`config.mk`:
```
export PLATFORM = sky130hd
export DESIGN_NAME = mmio_input_port
export DESIGN_NICKNAME = d
export VERILOG_FILES = /design/src/rtl/mmio_input_port.sv
export SDC_FILE = /design/constraint.sdc
export NUM_CORES = 1
export LEC_CHECK = 0
export ABC_AREA = 0
export CORE_ASPECT_RATIO = 0.8
export CORE_UTILIZATION = 57
export CTS_BUF_LIST = sky130_fd_sc_hd__clkbuf_4
export DETAILED_ROUTE_END_ITERATION = 10
export GPL_ROUTABILITY_DRIVEN = 1
export PLACE_DENSITY = 0.84
export SYNTH_ARGS = -nofsm -noshare
export SYNTH_HDL_FRONTEND = slang
export SYNTH_SLANG_ARGS = --single-unit
```
`constraint.sdc`:
```
create_clock -name clk -period 3.1 [get_ports clk]
set_input_delay 0.62 -clock clk [delete_from_list [all_inputs] [get_ports clk]]
set_output_delay 0.62 -clock clk [all_outputs]
set_load 0.05 [all_outputs]
```
`src/rtl/mmio_input_port.sv`:
```
// Purpose: memory-mapped switch/button input port with 2-flop sync, tick-sampled debounce and sticky press flags.
// Latency: loads return on the cycle after rd_en; stores take effect at the same clock edge; irq is one cycle behind its sources.
// Backpressure: none; one load and one store may be accepted every cycle, and rd_valid is a single-cycle pulse.
//
// Ports:
//   clk, reset_n        clock and synchronous active-low reset
//   sw_raw, btn_raw     asynchronous switch / push-button levels (button 1 = pressed)
//   rd_en, rd_addr      load strobe and register index
//   rd_data, rd_valid   registered load response, zero when rd_valid is low
//   wr_en, wr_addr,     store strobe, register index and data
//   wr_data
//   irq                 level flag, OR of press flags that are enabled
//
// Register map (index: contents):
//   0 SW_STATE   debounced switches, read-only
//   1 BTN_STATE  debounced buttons, read-only
//   2 BTN_EDGE   sticky press flags, write 1 to clear
//   3 IRQ_EN     per-button enable, read/write
//   4 INFO       {8'h01, 8'h00, NUM_BTN, NUM_SW}
//   5-7          read as zero

module mmio_input_port #(
    parameter int NUM_SW          = 16,
    parameter int NUM_BTN         = 4,
    parameter int DEBOUNCE_CYCLES = 100000
) (
    input  logic               clk,
    input  logic               reset_n,
    input  logic [NUM_SW-1:0]  sw_raw,
    input  logic [NUM_BTN-1:0] btn_raw,
    input  logic               rd_en,
    input  logic [2:0]         rd_addr,
    output logic [31:0]        rd_data,
    output logic               rd_valid,
    input  logic               wr_en,
    input  logic [2:0]         wr_addr,
    input  logic [31:0]        wr_data,
    output logic               irq
);

    localparam int                CNT_W     = $clog2(DEBOUNCE_CYCLES);
    localparam logic [CNT_W-1:0]  TICK_LAST = CNT_W'(DEBOUNCE_CYCLES - 1);
    localparam logic [31:0]       INFO_VAL  = {8'h01, 8'h00, 8'(NUM_BTN), 8'(NUM_SW)};

    localparam logic [2:0] IDX_SW_STATE  = 3'd0;
    localparam logic [2:0] IDX_BTN_STATE = 3'd1;
    localparam logic [2:0] IDX_BTN_EDGE  = 3'd2;
    localparam logic [2:0] IDX_IRQ_EN    = 3'd3;
    localparam logic [2:0] IDX_INFO      = 3'd4;

    // ------------------------------------------------------------------
    // Input synchronizers
    // ------------------------------------------------------------------
    logic [NUM_SW-1:0]  sw_meta;
    logic [NUM_SW-1:0]  sw_sync;
    logic [NUM_BTN-1:0] btn_meta;
    logic [NUM_BTN-1:0] btn_sync;

    always_ff @(posedge clk) begin
        if (!reset_n) begin
            sw_meta  <= '0;
            sw_sync  <= '0;
            btn_meta <= '0;
            btn_sync <= '0;
        end else begin
            sw_meta  <= sw_raw;
            sw_sync  <= sw_meta;
            btn_meta <= btn_raw;
            btn_sync <= btn_meta;
        end
    end

    // ------------------------------------------------------------------
    // Sample tick: free-running divider, one pulse every DEBOUNCE_CYCLES
    // ------------------------------------------------------------------
    logic [CNT_W-1:0] tick_cnt;
    logic             tick;

    assign tick = (tick_cnt == TICK_LAST);

    always_ff @(posedge clk) begin
        if (!reset_n) begin
            tick_cnt <= '0;
        end else if (tick) begin
            tick_cnt <= '0;
        end else begin
            tick_cnt <= tick_cnt + CNT_W'(1);
        end
    end

    // ------------------------------------------------------------------
    // Debounce: a bit is accepted only when the synchronized level matches
    // the level captured at the previous tick, so any glitch shorter than
    // one tick period can never be seen at two consecutive ticks.
    // ------------------------------------------------------------------
    logic [NUM_SW-1:0]  sw_samp;
    logic [NUM_SW-1:0]  sw_deb;
    logic [NUM_SW-1:0]  sw_agree;
    logic [NUM_BTN-1:0] btn_samp;
    logic [NUM_BTN-1:0] btn_deb;
    logic [NUM_BTN-1:0] btn_agree;

    assign sw_agree  = ~(sw_sync ^ sw_samp);
    assign btn_agree = ~(btn_sync ^ btn_samp);

    always_ff @(posedge clk) begin
        if (!reset_n) begin
            sw_samp  <= '0;
            sw_deb   <= '0;
            btn_samp <= '0;
            btn_deb  <= '0;
        end else if (tick) begin
            sw_samp  <= sw_sync;
            sw_deb   <= (sw_sync & sw_agree) | (sw_deb & ~sw_agree);
            btn_samp <= btn_sync;
            btn_deb  <= (btn_sync & btn_agree) | (btn_deb & ~btn_agree);
        end
    end

    // ------------------------------------------------------------------
    // Press capture and sticky flags
    // ------------------------------------------------------------------
    logic [NUM_BTN-1:0] btn_deb_d;
    logic [NUM_BTN-1:0] btn_rise;
    logic [NUM_BTN-1:0] btn_edge;
    logic [NUM_BTN-1:0] edge_clr;
    logic [NUM_BTN-1:0] irq_en;

    // Only the 0->1 transition of the debounced level counts; a held
    // button therefore produces one flag and a release produces none.
    assign btn_rise = btn_deb & ~btn_deb_d;
    assign edge_clr = (wr_en && (wr_addr == IDX_BTN_EDGE)) ? wr_data[NUM_BTN-1:0] : '0;

    always_ff @(posedge clk) begin
        if (!reset_n) begin
            btn_deb_d <= '0;
            btn_edge  <= '0;
            irq_en    <= '0;
            irq       <= 1'b0;
        end else begin
            btn_deb_d <= btn_deb;
            // The rise term is ORed in after the clear so a press that lands
            // on the same edge as a write-1-to-clear is not lost.
            btn_edge  <= (btn_edge & ~edge_clr) | btn_rise;
            if (wr_en && (wr_addr == IDX_IRQ_EN)) begin
                irq_en <= wr_data[NUM_BTN-1:0];
            end
            irq       <= |(btn_edge & irq_en);
        end
    end

    // Store data above the widest writable field has no destination.
    logic unused_wr_bits;
    assign unused_wr_bits = ^wr_data;

    // ------------------------------------------------------------------
    // Load port: mux uses pre-edge register values, so a load colliding
    // with a store or a press flag update returns the old contents.
    // ------------------------------------------------------------------
    logic [31:0] rd_mux;

    always_comb begin
        rd_mux = '0;
        unique case (rd_addr)
            IDX_SW_STATE:  rd_mux = 32'(sw_deb);
            IDX_BTN_STATE: rd_mux = 32'(btn_deb);
            IDX_BTN_EDGE:  rd_mux = 32'(btn_edge);
            IDX_IRQ_EN:    rd_mux = 32'(irq_en);
            IDX_INFO:      rd_mux = INFO_VAL;
            default:       rd_mux = '0;
        endcase
    end

    always_ff @(posedge clk) begin
        if (!reset_n) begin
            rd_valid <= 1'b0;
            rd_data  <= '0;
        end else begin
            rd_valid <= rd_en;
            rd_data  <= rd_en ? rd_mux : '0;
        end
    end

endmodule

```
-- After elaboration in Yosys (flattened, before gate mapping)
Index checks and enable logic that the tools add are counted.
Widths: inputs -> output; s select.
- flip-flop bits (word level): 143
- input port bits: 62
- word-level logic and storage cells: 50
- multiplexer cells: 2
- reductions and logical operators: 6
- bitwise gates (word level): 19
- eq/ne operators: 7
- add/subtract/negate cells: 1
- operators with widths (cell ; number):
    $pmux 25 s5 ; 1
    $and 16x16->16 ; 2
    $not 16->16 ; 2
    $and 4x4->4 ; 5
    $add 17x1->17 const B ; 1
    $eq 17x17->1 const B ; 1
    $not 4->4 ; 4
    $or 16x16->16 ; 1
    $xor 16x16->16 ; 1
    $eq 3x2->1 const B ; 4
    $or 4x4->4 ; 2
    $mux 4 ; 1
    $reduce_or 4->1 ; 1
    $xor 4x4->4 ; 1
    $eq 3x1->1 const B ; 1
    $eq 3x3->1 const B ; 1
    $logic_not 3->1 ; 1
    $logic_and 1x1->1 ; 2
    $reduce_and 2->1 ; 1
    $reduce_or 2->1 ; 1
    $not 1->1 ; 1

-- Longest topological paths before layout
Gate-level depths: netlist of run 1.
- depth after elaboration: 6
- gate-level depth with buffers: 6
- gate-level depth less buffers: 5

-- Worst setup path before layout of run 1
OpenSTA, ideal clock, no wires.
- kind: register to register
- start: register tick_cnt[0]
- end: register with a tool-made name
- library setup time: 122 ps
- arrival: 1728 ps
- path slack: 1249 ps
- stages on the path, launching flop included: 7
- data required time: 2978 ps
- cell sequence: dfxtp_1 ha_1 nand4_1 or4_4 buf_6 nand3_1 nand3_1
- RTL lines (element ; line ; RTL):
    start, declared ; 76 ; logic [CNT_W-1:0] tick_cnt;
    start signal, assigned ; 87 ; tick_cnt <= tick_cnt + CNT_W'(1);

-- Worst setup path in the final report of run 1
- start: register tick_cnt[0]
- end: register tick_cnt[3]
- word-level cells in the longest chain between the ends: 2
- RTL lines (element):
    branches (longest 2 deep; another with $add 17x1->17)
Several ways; the timed one is not identified.
A chain may end at the register's enable or synchronous reset.

==> metrics.log, run 1 <==
[metrics] post-layout utilization of the core: 69.4%
[metrics] non-filler cells, final: 649
[metrics] kind of start point of the critical path: flip-flop
[metrics] DR WL/cell: approximately 13 um
[metrics] layout cell share with drive strength beyond 1: 7.58%
[metrics] remaining design rule violation count: 0
[metrics] floorplan row count: 29
[metrics] library cells used by synthesis: 37
[metrics] number of synthesized register bits: 128
[metrics] Synth area leaders: dfxtp_1 (54%), and2_1 (7.5%), nand3_1 (4.4%), nand2_1 (4.2%), nand4_1 (3.3%)
[metrics] timing-limited maximum frequency: 411 MHz
[metrics] critical path class: reg2reg
[metrics] via count of the routed design: 3,359
[metrics] gate count of the mapped netlist: 482
[metrics] Hold Fails Final Rpt: 0
[metrics] number of synthesis warnings: 0
[metrics] Reg2Reg Setup Slack: 0.67 ns
[metrics] required arrival time at the worst endpoint: 3.47 ns
[metrics] result of the run: finished clean
[metrics] slew at the pin closest to its max-slew limit: 0.777 ns
[metrics] maximum net fanout on the critical path: 22
[metrics] pin count of the biggest net entering global routing: 77
[metrics] width of the chip: 104 um
[metrics] clock-pin slew on the worst setup and hold paths: approximately 0.10 ns
[metrics] via density per instance: 5.18
[metrics] top cell type's share of synthesized area: 54.0%
[metrics] CTS tree: built
[metrics] post-cts gate resize count: 0
[metrics] number of flops mapped to enable cells by yosys: 0
[metrics] die height: 83.6 um
[metrics] Iteration-0 DRC Markers: 161
[metrics] Layout fillers: 606
[metrics] Final Total Pwr: just over 3000 uW
[metrics] final-stage net count: slightly below 600
[metrics] global-route wire length before repair: 14,600 um
[metrics] timing endpoint of the critical path: tick_cnt[3]$_SDFF_PP0_
[metrics] Syn-to-layout area delta: 16.8%
[metrics] Max-Slew Margin vs Limit: 47.5%
[metrics] Post-CTS Setup Repair Bufs: 0
[metrics] final weighted congestion of routability-driven global placement: about 0.78
[metrics] clock root cell: clkbuf_4
[metrics] full die area: about 8700 um2
[metrics] total instance count after detailed placement: 619
[metrics] Final Slew Violations: 0
[metrics] cell taking the most area after synthesis: dfxtp_1
[metrics] starting density of the core: roughly three fifths
[metrics] setup total negative slack: 0 ns
[metrics] final clock skew: between 0.015 and 0.02 ns
[metrics] clock insertion delay at the later pin of the skew report: 0.49 ns
[metrics] count of nets left with antenna violations after detail routing: 0
[metrics] fraction of the yosys area taken by sequential cells: 54.0%
[metrics] most common flop cell mapped by yosys: dfxtp_1
[metrics] number of instances on the worst hold path: 1
[metrics] number of cell instances on the worst register-to-register path: 5
[metrics] total leakage power: 0.00206 uW
[metrics] number of antenna violations at the first check in global routing: 0
[metrics] DP Wirelength: 5500 um
[metrics] total number of H-tree levels: 4
[metrics] # port buffers: between 50 and 60
[metrics] critical path arrival: 2.80 ns
[metrics] gr usage total: 21.5%
[metrics] r2r startpoint: tick_cnt[0]$_SDFF_PP0_
[metrics] power per cell area: 549 nW/um2
[metrics] sum of routed wire length over all layers: 8620 um
[metrics] final setup vio count: 0
[metrics] crit end category: flip-flop
[metrics] unrepaired setup endpoints after global routing: false
[metrics] Hold Crit Class: reg2reg
[metrics] fraction of the cycle the final worst path needs: 78.4%
[metrics] core region area: 7980 um2
[metrics] worst supply voltage drop on vdd: 303 uV
[metrics] destination of the worst register-to-register timing path: tick_cnt[3]$_SDFF_PP0_
[metrics] startpoint of the worst setup timing path: tick_cnt[0]$_SDFF_PP0_
[metrics] total number of clock tree sinks: 128
[metrics] boundary pin count: 96
[metrics] minimum period implied by the final worst setup slack: 2.43 ns
[metrics] mean cell area of the mapped netlist: between 9 and 10 um2
[metrics] Hold Buf Count CTS: 0
[metrics] overflow left after global routing: 0
[metrics] ant diodes: 0
[metrics] Synth Cell Area: 4740 um2
[metrics] number of buffers added by the clock tree synthesis step: 17
[metrics] number of global-route vias before repair: between 3k and 4k
[metrics] Max Cap Violations: 0
[metrics] number of search-and-repair iterations in the first detailed-routing pass: 4
[metrics] maximum buffer depth of the clock tree: 2
[metrics] ys async rst share: 0%
==> placed cells by master, fill, tap and decap left out, types with 3 or more instances in the layout <==
master           instances
dfxtp_1                128
and2_1                  57
nand2_1                 53
clkdlybuf4s50_1         51
nand3_1                 42
nand4_1                 25
clkbuf_4                21
o211ai_1                20
nor2_1                  17
nor2b_1                 16
conb_1                  15
xnor2_1                 13
a21boi_1                12
a21boi_0                 9
nor3_1                   6
nor4_1                   5
buf_4                    5
inv_1                    4
a21oi_1                  4
mux2i_1                  4
mux4_2                   4
bufinv_16                4
or4b_1                   3
clkinv_1                 3
==> routing by layer <==
| layer | global-route usage (%) | up-vias | wire (um) |
|---|---|---|---|
| met5 | 0 | - | 0 |
| met1 | 29.4 | 1523 | 4100 |
| met3 | 6.79 | 2 | 527 |
| met4 | 8.70 | 0 | 29 |
| met2 | 31.4 | 105 | 3960 |
| li1 | - | 1729 | - |
==> through the flow <==
| stage | worst slack (ns) | area, um2 | hold slack [ns] |
|---|---|---|---|
| 2_1_floorplan | 1.25 | 4790 | 0.412 |
| 3_3_place_gp | 0.804 | 5240 | 0.416 |
| 3_5_place_dp | 0.714 | 5240 | 0.418 |
| 4_1_cts | 0.689 | 5540 | 0.438 |
| 5_1_grt | 0.506 | 5540 | 0.450 |
| 6_report | 0.669 | 5540 | 0.428 |
==> cell usage after synthesis, drive strengths merged, types with 2 or more instances <==
| cell type | number |
|---|---|
| a21boi | 21 |
| a21oi | 4 |
| a22oi | 2 |
| and2 | 57 |
| buf | 25 |
| clkbuf | 16 |
| dfxtp | 128 |
| inv | 4 |
| mux2i | 4 |
| mux4 | 4 |
| nand2 | 54 |
| nand3 | 42 |
| nand4 | 25 |
| nand4b | 2 |
| nor2 | 17 |
| nor2b | 16 |
| nor3 | 6 |
| nor4 | 6 |
| o211ai | 20 |
| o21a | 2 |
| or4 | 2 |
| or4b | 3 |
| xnor2 | 13 |
| xor2 | 2 |
==> worst min-delay path by stage <==
| stage | start | to | slack [ns] |
|---|---|---|---|
| after floorplan | btn_meta[0]$_SDFF_PN0_ | btn_sync[0]$_SDFF_PN0_ | 0.41 |
| after global placement | sw_meta[9]$_SDFF_PN0_ | sw_sync[9]$_SDFF_PN0_ | 0.42 |
| after detailed placement | sw_meta[14]$_SDFF_PN0_ | sw_sync[14]$_SDFF_PN0_ | 0.42 |
| after CTS | sw_meta[2]$_SDFF_PN0_ | sw_sync[2]$_SDFF_PN0_ | 0.44 |
| after global routing | sw_meta[7]$_SDFF_PN0_ | sw_sync[7]$_SDFF_PN0_ | 0.45 |
| final | sw_meta[7]$_SDFF_PN0_ | sw_sync[7]$_SDFF_PN0_ | 0.43 |
==> layout make-up <==
type	count	area, um2	share of cell area (%)
sequential	128	2560	46.3
multi-input combinational	323	1980	35.7
timing repair buffer	56	548	9.90
clock buffer	21	158	2.85
clock inverter	9	141	2.55
tap	108	135	2.44
inverter	4	15.0	0.271
==> report_power, final <==
group          internal (uW)  leakage, uW  switching, uW  total (uW)
Combinational           65.8     0.000857           91.6         157
Clock                    659     0.000166            536        1190
Sequential              1670      0.00104           16.4        1690
Total                   2400      0.00206            644        3040
==> cells by family after synthesis <==
| logic type | share of synthesized area, % |
|---|---|
| buf+inv | 5.54 |
| other cells | 0.0791 |
| simple gates | 27.0 |
| fa+ha+maj | 0.264 |
| compound gates | 7.55 |
| mux | 2.74 |
| flops | 54.0 |
| xor+xnor | 2.77 |
==> worst max-delay path: stages (launching register included) <==
cell	delay (ns)
dfxtp_1	0.43
ha_1	0.24
nand4_1	0.41
or4_4	0.80
nand2_2	0.32
nor2_1	0.09
Note: power is estimated with default switching activity, not from simulation.
==> run 2, diff against run 1 <==
--- a/config.mk
+++ b/config.mk
@@ -7,11 +7,11 @@
 export LEC_CHECK = 0
 export ABC_AREA = 0
 export CORE_ASPECT_RATIO = 0.8
-export CORE_UTILIZATION = 57
+export CORE_UTILIZATION = 53
 export CTS_BUF_LIST = sky130_fd_sc_hd__clkbuf_4
 export DETAILED_ROUTE_END_ITERATION = 10
 export GPL_ROUTABILITY_DRIVEN = 1
-export PLACE_DENSITY = 0.84
+export PLACE_DENSITY = 0.79
 export SYNTH_ARGS = -nofsm -noshare
 export SYNTH_HDL_FRONTEND = slang
 export SYNTH_SLANG_ARGS = --single-unit
==> constraint.sdc (replaced) <==
create_clock -name clk -period 2.41 [get_ports clk]
set_input_delay 0.482 -clock clk [delete_from_list [all_inputs] [get_ports clk]]
set_output_delay 0.482 -clock clk [all_outputs]
set_load 0.05 [all_outputs]
==> metrics.log, run 2 (same netlist as run 1, synthesis figures left out) <==
[metrics] result of the run: finished clean
[metrics] full die area: between 9000 and 10,000 um2
[metrics] DR WL/cell: ~12 um
[metrics] final-stage net count: 595
[metrics] sum of routed wire length over all layers: 8090 um
[metrics] Iteration-0 DRC Markers: 161
[metrics] CTS tree: built
[metrics] Max-Slew Margin vs Limit: 65.9%
[metrics] clock root cell: clkbuf_4
[metrics] minimum period implied by the final worst setup slack: 2.14 ns
[metrics] via density per instance: 5.23
[metrics] Max Cap Violations: 0
[metrics] slowest stage cell, crit path: clkdlybuf4s50_1
[metrics] Layout fillers: about 720
[metrics] sequential fraction of design power: 53.1%
[metrics] fraction of the cycle the final worst path needs: 88.8%
[metrics] Post-Route Hold Slack: 0.426 ns
[metrics] critical path class: reg2out
[metrics] maximum buffer depth of the clock tree: 2
[metrics] power per cell area: 727 nW/um2
[metrics] final setup vio count: 0
[metrics] final weighted congestion of routability-driven global placement: roughly 0.78
[metrics] global-route wire length before repair: between 10,000 and 15,000 um
[metrics] post-layout utilization of the core: around 66%
[metrics] Syn-to-layout area delta: 18.8%
[metrics] ant diodes: 0
[metrics] number of antenna violations at the first check in global routing: 0
[metrics] number of search-and-repair iterations in the first detailed-routing pass: 4
[metrics] layout cell share with drive strength beyond 1: 8.62%
[metrics] total leakage power: about 0.0021 uW
[metrics] Final Total Pwr: 4100 uW
[metrics] timing-limited maximum frequency: 467 MHz
[metrics] required arrival time at the worst endpoint: ~1.9 ns
[metrics] pin count of the biggest net entering global routing: 89
[metrics] number of global-route vias before repair: between 2k and 3k
[metrics] clock insertion delay at the later pin of the skew report: 0.51 ns
[metrics] kind of start point of the critical path: flip-flop
[metrics] highest metal layer with signal wires: met4
[metrics] floorplan row count: 30
[metrics] crit end category: output pin
[metrics] final clock skew: approximately 0.021 ns
[metrics] boundary pin count: 96
[metrics] commonest non-fill, non-tap cell in the layout: dfxtp_1
[metrics] width of the chip: 108 um
[metrics] die height: approximately 87 um
[metrics] NetSw: 916 uW
[metrics] total number of H-tree levels: 4
[metrics] maximum net fanout on the critical path: 1
[metrics] Hold Fails Final Rpt: 0
[metrics] switching portion of total power: 22.4%
[metrics] Buffers & Inverters on Critical Path: 1
[metrics] critical path arrival: 1.66 ns
[metrics] number of buffers added by the clock tree synthesis step: 17
[metrics] Final Slew Violations: 0
[metrics] via count of the routed design: 3,436
[metrics] remaining design rule violation count: 0
[metrics] non-filler cells, final: roughly 660
[metrics] starting density of the core: 55.2%
[metrics] total number of clock tree sinks: around 130
[metrics] core region area: 8600 um2
[metrics] count of nets left with antenna violations after detail routing: 0
[metrics] total instance count after detailed placement: 625
[metrics] cell breakdown of the critical path: clkdlybuf4s50_1
[metrics] Hold Crit Class: in2reg
[metrics] gr usage total: 18.7%
[metrics] clock-pin slew on the worst setup and hold paths: 0.11 ns
[metrics] routed wl met2: approximately 3500 um
[metrics] DR WL met3: 425 um
[metrics] DP Wirelength: 5320 um
[metrics] top library cells by usage in the layout, fill and taps aside: dfxtp_1 (128), and2_1 (57), nand2_1 (53), clkdlybuf4s50_1 (51), nand3_1 (42)
[metrics] internal cell power: 3180 uW
[metrics] Hold Buf Count CTS: 0
[metrics] CP max stage delay: 0.81 ns
[metrics] post-cts gate resize count: 0
[metrics] combinational power share: 4.9%
[metrics] kind of cell adding the most delay to the critical path: buffers and inverters
[metrics] Post-CTS Setup Repair Bufs: 0
[metrics] overflow left after global routing: 0
[metrics] proportion of power drawn by the clock network: 42.0%
[metrics] setup total negative slack: 0 ns
[metrics] unrepaired setup endpoints after global routing: false
[metrics] M1 WL: between 4000 and 5000 um
[metrics] # port buffers: 52
[metrics] slew at the pin closest to its max-slew limit: 0.511 ns
[metrics] worst supply voltage drop on vdd: 351 uV
==> run 2: cell types whose count changed in the layout (fill, tap and decap cells not counted) <==
cell,change
buf_12,+2
inv_6,+1
bufinv_16,+1
clkinvlp_4,+2
clkbuf_4,-3
clkinv_4,+3
clkinv_1,-2
==> run 2: layout make-up <==
cell class	count	area, um2	area share (%)
repair buffers	58	588	10.4
clock buffers	18	135	2.40
inverters	4	15.0	0.267
clock inverters	14	214	3.80
multi-input cells	323	1980	35.1
flip-flops and latches	128	2560	45.5
well taps	112	140	2.49
==> run 2: path summary, 6_finish.rpt <==
check	startpoint	to	slack, ns	depth (start not counted)
worst max-delay path	rd_data[15]$_SDFF_PN0_	rd_data[15]	0.27	1
worst min-delay path	reset_n	irq$_SDFF_PN0_	0.43	2
worst max register to register	tick_cnt[8]$_SDFF_PP0_	flip-flop	0.36	4
worst min register to register	btn_meta[1]$_SDFF_PN0_	btn_sync[1]$_SDFF_PN0_	0.43	1
==> run 2: per-stage QoR <==
stage,instance area [um2],worst slack (ns)
2_1_floorplan,4790,0.559
3_3_place_gp,5280,0.406
3_5_place_dp,5280,0.385
4_1_cts,5630,0.239
5_1_grt,5630,0.216
6_report,5630,0.271
==> run 2: power by group through the flow <==
| stage | registers (uW) | clock network (uW) | logic, uW |
|---|---|---|---|
| 2_1_floorplan | 2220 | 0 | 144 |
| 3_3_place_gp | 2220 | 0 | 200 |
| 3_5_place_dp | 2220 | 0 | 202 |
| 4_1_cts | 2170 | 1750 | 203 |
| 5_1_grt | 2180 | 1850 | 219 |
| 6_report | 2170 | 1720 | 202 |
==> run 2: metal layers <==
layer  GRT usage (%)  vias to the layer above
met1            26.2                     1596
met4            7.47                        0
met3            6.09                        6
met5               0                        -
met2            26.7                       92
li1                -                     1742
